`config.mk`:
```
export PLATFORM = sky130hd
export DESIGN_NAME = riscv_pc_ctrl
export DESIGN_NICKNAME = d
export VERILOG_FILES = /design/src/rtl/riscv_pkg.sv /design/src/rtl/riscv_sat_counter.sv /design/src/rtl/riscv_pc_ctrl.sv
export SDC_FILE = /design/constraint.sdc
export NUM_CORES = 1
export LEC_CHECK = 0
export CORE_MARGIN = 3
export CORE_UTILIZATION = 35
export DETAILED_ROUTE_END_ITERATION = 7
export PLACE_DENSITY = 0.71
export RECOVER_POWER = 25
export SLEW_MARGIN = 5
export SYNTH_ARGS = -nofsm -noshare
export SYNTH_HDL_FRONTEND = slang
export SYNTH_SLANG_ARGS = --single-unit
export TNS_END_PERCENT = 30
```
`constraint.sdc`:
```
create_clock -name clk -period 2.4 [get_ports clk]
set_input_delay 0.48 -clock clk [delete_from_list [all_inputs] [get_ports clk]]
set_output_delay 0.48 -clock clk [all_outputs]
set_load 0.03 [all_outputs]
```
`src/rtl/riscv_pkg.sv`:
```
// Shared definitions for the RISC-V next-PC / branch-resolution slice:
// branch funct3 codes and the control FSM state encoding.
package riscv_pkg;

  localparam logic [2:0] F3_BEQ  = 3'b000;
  localparam logic [2:0] F3_BNE  = 3'b001;
  localparam logic [2:0] F3_BLT  = 3'b100;
  localparam logic [2:0] F3_BGE  = 3'b101;
  localparam logic [2:0] F3_BLTU = 3'b110;
  localparam logic [2:0] F3_BGEU = 3'b111;

  typedef enum logic {
    ST_RUN  = 1'b0,
    ST_TRAP = 1'b1
  } state_t;

endpackage

```
`src/rtl/riscv_sat_counter.sv`:
```
// Saturating up-counter used for the branch statistics; sticks at all-ones.
module riscv_sat_counter #(
  parameter int CNT_W = 16
) (
  input  logic             clk,
  input  logic             rst_n,
  input  logic             inc,
  output logic [CNT_W-1:0] count
);

  always_ff @(posedge clk or negedge rst_n) begin
    if (!rst_n) begin
      count <= '0;
    end else if (inc && (count != {CNT_W{1'b1}})) begin
      count <= count + 1'b1;
    end
  end

endmodule

```
`src/rtl/riscv_pc_ctrl.sv`:
```
// Next-PC / branch-resolution stage: resolves branches from the comparator
// flags, owns the PC, raises a trap on misaligned targets and counts branches.
module riscv_pc_ctrl
  import riscv_pkg::*;
#(
  parameter logic [31:0] RESET_VECTOR = 32'h0000_0000,
  parameter logic [31:0] TRAP_VECTOR  = 32'h0000_0100,
  parameter int          CNT_W        = 16
) (
  input  logic             clk,
  input  logic             rst_n,
  input  logic             stall,
  input  logic             branch,
  input  logic             jal,
  input  logic             jalr,
  input  logic [2:0]       funct3,
  input  logic [31:0]      imm,
  input  logic [31:0]      rs1,
  input  logic             BrEq,
  input  logic             BrLT,
  output logic             BrUn,
  output logic [31:0]      pc,
  output logic [31:0]      pc_plus4,
  output logic             PCSel,
  output logic             trap_req,
  output logic [31:0]      trap_epc,
  input  logic             trap_ack,
  output logic [CNT_W-1:0] br_cnt,
  output logic [CNT_W-1:0] br_taken_cnt
);

  state_t      state;
  logic        taken;
  logic        redirect;
  logic        misaligned;
  logic [31:0] br_tgt;
  logic [31:0] jalr_tgt;
  logic [31:0] tgt;
  logic        advance;
  logic        cnt_inc;
  logic        taken_inc;

  assign BrUn = funct3[1];

  always_comb begin
    taken = 1'b0;
    case (funct3)
      F3_BEQ:  taken = BrEq;
      F3_BNE:  taken = !BrEq;
      F3_BLT:  taken = BrLT;
      F3_BGE:  taken = !BrLT;
      F3_BLTU: taken = BrLT;
      F3_BGEU: taken = !BrLT;
      default: taken = 1'b0;
    endcase
  end

  assign br_tgt     = pc + imm;
  assign jalr_tgt   = (rs1 + imm) & ~32'h1;
  assign tgt        = jalr ? jalr_tgt : br_tgt;
  assign redirect   = jalr | jal | (branch & taken);
  assign misaligned = redirect & tgt[1];
  assign PCSel      = redirect && (state == ST_RUN);
  assign pc_plus4   = pc + 32'd4;

  // A retiring instruction is one that leaves RUN normally; a trapping one does not count.
  assign advance   = (state == ST_RUN) && !stall && !misaligned;
  assign cnt_inc   = advance && branch && !jal && !jalr;
  assign taken_inc = cnt_inc && taken;

  always_ff @(posedge clk or negedge rst_n) begin
    if (!rst_n) begin
      pc       <= RESET_VECTOR;
      state    <= ST_RUN;
      trap_req <= 1'b0;
      trap_epc <= 32'h0;
    end else begin
      case (state)
        ST_RUN: begin
          if (!stall) begin
            if (misaligned) begin
              trap_epc <= pc;
              trap_req <= 1'b1;
              state    <= ST_TRAP;
            end else begin
              pc <= redirect ? tgt : pc_plus4;
            end
          end
        end
        ST_TRAP: begin
          if (trap_ack) begin
            pc       <= TRAP_VECTOR;
            trap_req <= 1'b0;
            state    <= ST_RUN;
          end
        end
        default: state <= ST_RUN;
      endcase
    end
  end

  riscv_sat_counter #(.CNT_W(CNT_W)) u_br_cnt (
    .clk   (clk),
    .rst_n (rst_n),
    .inc   (cnt_inc),
    .count (br_cnt)
  );

  riscv_sat_counter #(.CNT_W(CNT_W)) u_br_taken_cnt (
    .clk   (clk),
    .rst_n (rst_n),
    .inc   (taken_inc),
    .count (br_taken_cnt)
  );

endmodule

```
# Word-level counts from Yosys, hierarchy flattened

Cells that the tools add are included.

Register bits after elaboration: 98
Input port bits: 76
Output and inout port bits: 131

Add/sub/neg operators: 5
Equality and inequality tests: 11
Mux-type cells: 15
Bitwise logic cells: 6
Reduce and logical (&&, ||, !) cells: 21

Operator list:

| operator              | number |
|---|---|
| $mux 32               | 5 |
| $add 32x32->32        | 2 |
| $pmux 32 s2           | 1 |
| $add 16x1->16 const B | 2 |
| $add 32x3->32 const B | 1 |
| $ne 16x16->1 const B  | 2 |
| $eq 3x3->1 const B    | 4 |
| $logic_and 1x1->1     | 9 |
| $reduce_and 3->1      | 3 |
| $ne 2x2->1 const B    | 4 |
| $logic_not 1->1       | 6 |
| $mux 1                | 6 |
| $pmux 1 s2            | 2 |
| $pmux 1 s4            | 1 |
| $reduce_or 2->1       | 2 |
| $eq 3x1->1 const B    | 1 |
| $logic_not 3->1       | 1 |
| $and 1x1->1           | 2 |
| $not 1->1             | 2 |
| $or 1x1->1            | 2 |

# Logic depth before layout (Yosys ltp)

Gate-level depths: netlist of run 1.

Word-level depth: 13
Depth in mapped cells: 12
Gate-level depth less buffers: 12

# Modules after synthesis

From an unflattened synthesis of run 1, not the netlist that was laid out.

Cells, all modules: 1005
Area, all modules: 8599.5 um2

By module, submodules not included:

| module                              | instances | cells an instance | area an instance (um2) | sequential area each (um2) |
|---|---|---|---|---|
| riscv_pc_ctrl                       | 1         | 856               | 6855.3                 | 1651.6 |
| riscv_sat_counter at u_br_taken_cnt | 1         | 77                | 884.6                  | 400.4 |
| riscv_sat_counter at u_br_cnt       | 1         | 72                | 859.6                  | 400.4 |

# Least setup slack after synthesis of run 1

OpenSTA, ideal clock, no wires.

Kind: register to register
Start: reg pc[0]
End: reg pc[24]
Library setup time: 0.155 ns
Arrival time: 2.782 ns
Data required time: 2.245 ns
Setup slack: -0.537 ns
Cell stages (with the launch flop): 13
Buffers on the path: 0
Clock period less this slack: 2.937 ns
Path through: dfrtp_1 -> ha_1 -> inv_1 -> fa_1 -> nor2b_1 -> o31ai_1 -> a21oi_1 -> a41oi_2 -> o31ai_1 -> a21boi_0 -> mux2i_1 -> o21ai_0 -> o311ai_0

Longest elaborated chain between the ends: 6
Elaborated cells on any way between the ends: 10
Those cells by class: add/sub (2); eq/ne (1); mux (5); bitwise (1); reduce/logical (1)

RTL lines:

| item                   | line                | RTL |
|---|---|---|
| from (decl)            | riscv_pc_ctrl.sv:22 | `output logic [31:0] pc,` |
| from (signal assigned) | riscv_pc_ctrl.sv:86 | `pc <= redirect ? tgt : pc_plus4;` |
| $add 32x32->32         | riscv_pc_ctrl.sv:58 | `assign br_tgt = pc + imm;` |
| $mux 32                | riscv_pc_ctrl.sv:60 | `assign tgt = jalr ? jalr_tgt : br_tgt;` |
| $mux 32                | riscv_pc_ctrl.sv:86 |  |
| $mux 32                | riscv_pc_ctrl.sv:81 | `if (misaligned) begin` |
| $mux 32                | riscv_pc_ctrl.sv:80 | `if (!stall) begin` |
| $pmux 32 s2            | riscv_pc_ctrl.sv:78 | `case (state)` |

Parallel ways exist; a longest one is shown, timed or not. The select of a mux whose other input is x is not followed.
A chain may end at the register's enable or synchronous reset.

# Worst setup path after layout of run 1

Start: reg pc[18]
End: out pc_plus4[31]

Longest elaborated chain between the ends: 1

RTL lines:

| item          | line                | RTL |
|---|---|---|
| $add 32x3->32 | riscv_pc_ctrl.sv:64 | `assign pc_plus4 = pc + 32'd4;` |
| to (decl)     | riscv_pc_ctrl.sv:23 | `output logic [31:0] pc_plus4,` |

Every way passes these cells.

==> impl_metrics.tcl, run 1 <==
set metrics [dict create \
    status "complete, but fails checks" \
    violations "max-capacitance violations, max-slew violations, negative setup slack" \
    final_util_pct 67.0 \
    ctsHoldBuffers 0 \
    cp-endpoint "pc_plus4[31]" \
    r2r-end "pc[21]" \
    yosys-mux-area-fraction_pct 5.49 \
    yosys.area.top_type "dfrtp_1" \
    yosys.area_share.simple_pct 18.9 \
    drive_gt1_share_pct 45.6 \
    cts_max_level 3 \
    crit_fanout 4 \
    hpwl_um 26900 \
    cts_made_buffers 9 \
    grt_util_all_layers_pct 26.3 \
    ios 207 \
    leakage_uw 0.00714 \
    synth-compound-area-share_pct 21.2 \
    worstSetupStartpointType "flip-flop" \
    min_period_ps 2810 \
    syn_area_um2 8450 \
    cp_common_cell "nand4_1" \
    antenna_found_initial 0 \
    gp_congestion 0.933 \
    synth_top_family_by_area "compound AO/OA/AOI/OAI gates" \
    finalSetupViolations 42 \
    vdd_drop_max_v 0.000663 \
    synth-xor-area-share_pct 11.5 \
    synth.area.top_cells "dfrtp_1, ha_1, xnor2_1" \
    endpoint_kind "primary output" \
    viasPerCell 5.41 \
    die_h_um 161 \
    slowest_delay_ps 430 \
    root_buffer "clkbuf_16" \
    grt_pass1_wl_um 54900 \
    fin_worst_skew_ps 15.0 \
    crit_slowest_cell "dfrtp_2" \
    dieArea_um2 26000 \
    synth_nets 1122 \
    synth_area_per_cell_um2 8.62 \
    multi_input_area_um2 7190 \
    yosysTopAreaCellShare_pct 29.0 \
    drv_slew 33 \
    start_util_pct 35.8 \
    power_density_nw_per_um2 1090 \
    layout_commonest_cell "buf_4" \
    cts_tree "done" \
    cp.required_ps 1920 \
    hold_violations 0 \
    reg2reg_depth 10 \
    fin_area_um2 15800 \
    core_area_um2 23600 \
    postSynthCellCount 980 \
    worstSetupStartpoint "pc[18]" \
    min_period_over_period_pct 117 \
    rrSetupSlack_ps -270 \
    first_global_vias 10300 \
    row_count 56 \
    synth_seq_cells 98 \
    nets 1686 \
    antenna_cells 0 \
    cts_buffer_depth 2 \
    drcViolationCount 0 \
    grt_setup_unrepaired "true" \
    final-seq-area_um2 2480 \
    wire_per_inst_um 19.1 \
    ys.flop_type "dfrtp_1" \
    dieWidth_um 161 \
    pre_cts_ws_ps -1050 \
    hold_depth 1 \
    p_total_uw 17200 \
    final_antenna_net_count 0 \
    nFillCells 1792 \
    clk_latency_ps 360 \
    clock.fmax_mhz 356 \
    synth_edf_count 0 \
    grt_max_degree 37 \
    layout_common_cells "buf_4, clkdlybuf4s50_1, dfrtp_1" \
    critPathKind "reg2out" \
    drt_iter0_drc 731 \
    r2r-start "pc[18]" \
    setup_slack_ps -411 \
    finalWirelength_um 35700 \
    max_slew.worst_pin.slew_ps 1740 \
    max_cap_violations 1 \
    dr_total_vias 10100 \
    synth_fa_ha_area_share_pct 9.95 \
    yosysSeqAreaShare_pct 29.0 \
    yosysUniqueCellTypes 73 \
    clkTransAtPathRegs_ps 80 \
    areaGrowthSynthToFinish_pct 87.3 \
    async_flop_share_pct 100 \
    portBuffers 206 \
    relSlewSlack_pct -16.2 \
    critPathArrivalTime_ps 2330 \
    clock-sinks 98 \
    overflow 0 \
    min_path_type "reg2reg" \
    path_cells "buf_4 > nand4_1 > nor4_4 > and2_4 > nand4_1 > buf_6 > xnor2_4 > buf_12" \
    firstDrtPassIters 5 \
    yosys_warnings 0 \
    placed_cell_area_um2 13900 \
]
==> registers in the layout (all words and copies together), names as in the netlist <==
signal and flops:
trap_req 1, u_br_cnt.count 16, pc 32, trap_epc 32, u_br_taken_cnt.count 16, state 1
==> report_power, final <==
group          switching (uW)  internal [uW]  total (uW)  leakage [uW]
clock                     695            770        1460      0.000136
sequential                470           2230        2700       0.00122
combinational            6530           6490       13000       0.00579
==> synth_stat cells, types with 9 or more instances <==
master,count
nand2_1,83
xnor2_1,61
o211ai_1,9
a31oi_1,20
nand2b_1,10
nand3_1,35
and3_1,17
clkbuf_1,28
nand4_1,26
mux2_2,35
nor3_1,19
inv_1,25
a21oi_1,72
dfrtp_1,98
nor2_1,72
o21a_1,12
a22oi_1,11
o21ai_0,50
ha_1,64
nor2b_1,10
a21o_1,40
xor2_1,50
==> critical path: cells and delay by family, from the launching register on <==
family,cells,cell delay (ps)
and+or+nand+nor,4,960
buffers and inverters,3,450
xor gates and xnor gates,1,150
DFF,1,430
==> cell type report <==
| type | instances | share of cell area, % |
|---|---|---|
| Tap cell | 319 | 2.52 |
| Sequential cell | 98 | 15.7 |
| Multi-Input combinational cell | 811 | 45.4 |
| Inverter | 25 | 0.609 |
| Timing Repair Buffer | 599 | 34.0 |
| Clock buffer | 13 | 1.64 |
| Clock inverter | 3 | 0.158 |
==> cells by family (layout without fill, tap and decap cells) <==
| family | Yosys count | after routing |
|---|---|---|
| compound gates | 276 | 276 |
| xor+xnor | 111 | 111 |
| fa+ha+maj | 66 | 66 |
| buf+inv | 71 | 640 |
| flops | 98 | 98 |
| mux | 42 | 42 |
| simple gates | 316 | 316 |
==> how the worst min path moves through the flow <==
| stage | start | to |
|---|---|---|
| 3_3_place_gp | rst_n | u_br_cnt.count[3] |
| 2_1_floorplan | rst_n | pc[0] |
| 3_5_place_dp | rst_n | u_br_cnt.count[3] |
| 4_1_cts | rst_n | u_br_cnt.count[3] |
| 6_report | u_br_taken_cnt.count[9] | u_br_taken_cnt.count[9] |
| 5_1_grt | u_br_cnt.count[15] | u_br_cnt.count[15] |
==> what timing repair did <==
item,CTS,global route
endpoints found under the setup margin,120,60
gates resized for setup,293,46
buffers inserted,53,24
pin swaps,127,42
==> per-layer routing <==
metal	part of all wire (%)	global-route usage, %
met5	0	0
met4	3.9	10.1
met3	5.3	3.36
met2	50	46.2
met1	41	32.8
==> metrics by stage <==
step                cells  hold slack [ps]  setup TNS (ps)
detailed placement   1777              455          -60150
CTS                  1845             78.6           -7760
floorplan             980              184           -3180
finish               1868              491           -7850
global route         1868              507          -12950
global placement     1777              450          -54670
(Power assumes the default switching activity.)
==> run 2: changes to the inputs <==
Settings changed: CAP_MARGIN set to 15, CORE_UTILIZATION 35 to 25, PLACE_DENSITY 0.71 to 0.57.
==> run 2 against run 1 <==
Against the previous run: largest power group unchanged; the run ends with negative setup slack left; sequential power about the same; clock power up 8%; critical path type unchanged; highest routed layer unchanged; sequential share of layout area about the same; largest cell class unchanged.
==> impl_metrics.tcl, run 2 (synthesis results as in run 1) <==
set metrics [dict create \
    crit_slowest_cell "dfrtp_2" \
    status "complete, but fails checks" \
    hold_violations 0 \
    cp_common_cell "buf_4" \
    critPathKind "reg2out" \
    grt_util_all_layers_pct 19.2 \
    relSlewSlack_pct 0.160 \
    dieArea_um2 36000 \
    power_density_nw_per_um2 1080 \
    grt_max_degree 99 \
    grt_pass1_wl_um 54300 \
    finalSetupTns_ps -6820 \
    rrSetupSlack_ps -280 \
    max_cap_violations 0 \
    clock.fmax_mhz 367 \
    ios 207 \
    slowest_delay_ps 410 \
    dr_total_vias 9522 \
    r2r-end "pc[20]" \
    cp_num_cells 10 \
    p_total_uw 17100 \
    drt_iter0_drc 447 \
    clk_latency_ps 360 \
    wire_per_inst_um 17.9 \
    path_cells "buf_6 > nand3_4 > nor2_4 > nand2_2 > nor4_4 > buf_4 > buf_4 > nand4_1 > xnor2_2 > buf_12" \
    min-delay-start "trap_req" \
    dr_wl_met2_um 16200 \
    gp_congestion 0.936 \
    endpoint_kind "primary output" \
    hpwl_um 27400 \
    wl_met3_um 1920 \
    drcViolationCount 0 \
    top_layer "met4" \
    fin_worst_skew_ps 7.94 \
    drv_slew 0 \
    start_util_pct 25.6 \
    wl_met1_um 15700 \
    min_path_type "reg2reg" \
    reg2reg_depth 13 \
    worstSetupStartpoint "pc[4]" \
    cts_made_buffers 9 \
    viasPerCell 4.87 \
    layout_common_cells "buf_4, clkdlybuf4s50_1, dfrtp_1" \
    r2r-start "pc[0]" \
    violations "negative setup slack" \
    critPathArrivalTime_ps 2240 \
    grt_setup_unrepaired "true" \
    clock-sinks 98 \
    clkTransAtPathRegs_ps 80 \
    nets 1649 \
    final_antenna_net_count 0 \
    nFillCells 3067 \
    finalSetupViolations 39 \
    leakage_uw 0.00704 \
    cp.required_ps 1920 \
    vdd_drop_max_v 0.000638 \
    antenna_found_initial 0 \
    layout_commonest_cell "buf_4" \
    drive_gt1_share_pct 44.3 \
    die_h_um 190 \
    reg_top3 "pc x32, trap_epc x32" \
    cp.buffers_inverters 4 \
    min_period_ps 2720 \
    areaGrowthSynthToFinish_pct 87.6 \
    cts_buffer_depth 2 \
    root_buffer "clkbuf_16" \
    firstDrtPassIters 5 \
    row_count 66 \
    setup_slack_ps -324 \
    cp-endpoint "pc_plus4[23]" \
    cts_max_level 3 \
    worstSetupStartpointType "flip-flop" \
    first_global_vias 9703 \
    crit_fanout 3 \
    cts_tree "done" \
    portBuffers 206 \
    dieWidth_um 190 \
    max_slew.worst_pin.slew_ps 1500 \
    core_area_um2 32900 \
    min_period_over_period_pct 114 \
    antenna_cells 0 \
    overflow 0 \
    finalWirelength_um 35000 \
    cpLargestDelayFamily "simple AND/OR/NAND/NOR gates" \
]
run 2: repair_timing:
item | 4_1_cts | 5_1_grt
resized for setup | 275 | 59
setup buffers | 51 | 9
endpoints found under the setup margin | 120 | 89
hold buffers | 0 | 0
pin swaps | 133 | 44
run 2: cell type report:
type	count	area (um2)	share of cell area, %
Multi-Input combinational cell	811	7310	46.1
Timing Repair Buffer	562	5110	32.2
Sequential cell	98	2480	15.6
Tap cell	442	553	3.49
Clock buffer	11	243	1.53
Inverter	25	98.8	0.624
Clock inverter	5	63.8	0.403
run 2: how the worst min path moves through the flow:
stage	end	slack [ps]	cells past startpoint
2_1_floorplan	pc[0]	180	0
3_3_place_gp	trap_req	460	1
3_5_place_dp	trap_req	470	1
4_1_cts	trap_epc[21]	220	2
5_1_grt	trap_req	520	1
6_report	trap_req	480	1
run 2: power breakdown:
| group | internal [uW] | switching, uW | total (uW) |
|---|---|---|---|
| registers | 2230 | 485 | 2720 |
| clock network | 846 | 731 | 1580 |
| logic | 6380 | 6430 | 12800 |
| total | 9460 | 7650 | 17100 |
run 2: worst register-to-register path: cells and delay by family, from the launching register on:
kind                       cells  cell delay [ps]
buffers and inverters          3              360
adders and majority gates      2              510
DFF                            1              400
and+or+nand+nor                1              160
AOI/OAI and AO/OA              6             1010
xor gates and xnor gates       1              160
run 2: through the flow:
stage               cells  utilization [%]  setup slack, ps  hold slack (ps)  instance area, um2
finish               1954             48.1             -324              478               15900
global route         1954             48.1             -459              519               15900
CTS                  1946             47.1             -347              216               15500
detailed placement   1880             41.9            -1090              466               13800
global placement     1880             41.9            -1000              464               13800
floorplan             980                -             -196              184                8900
run 2: routing by layer:
layer  GRT usage (%)  up-vias
met2            31.5      286
met5               0        -
met4            6.06        0
met1            25.5     4526
li1                -     4647
met3            3.59       63
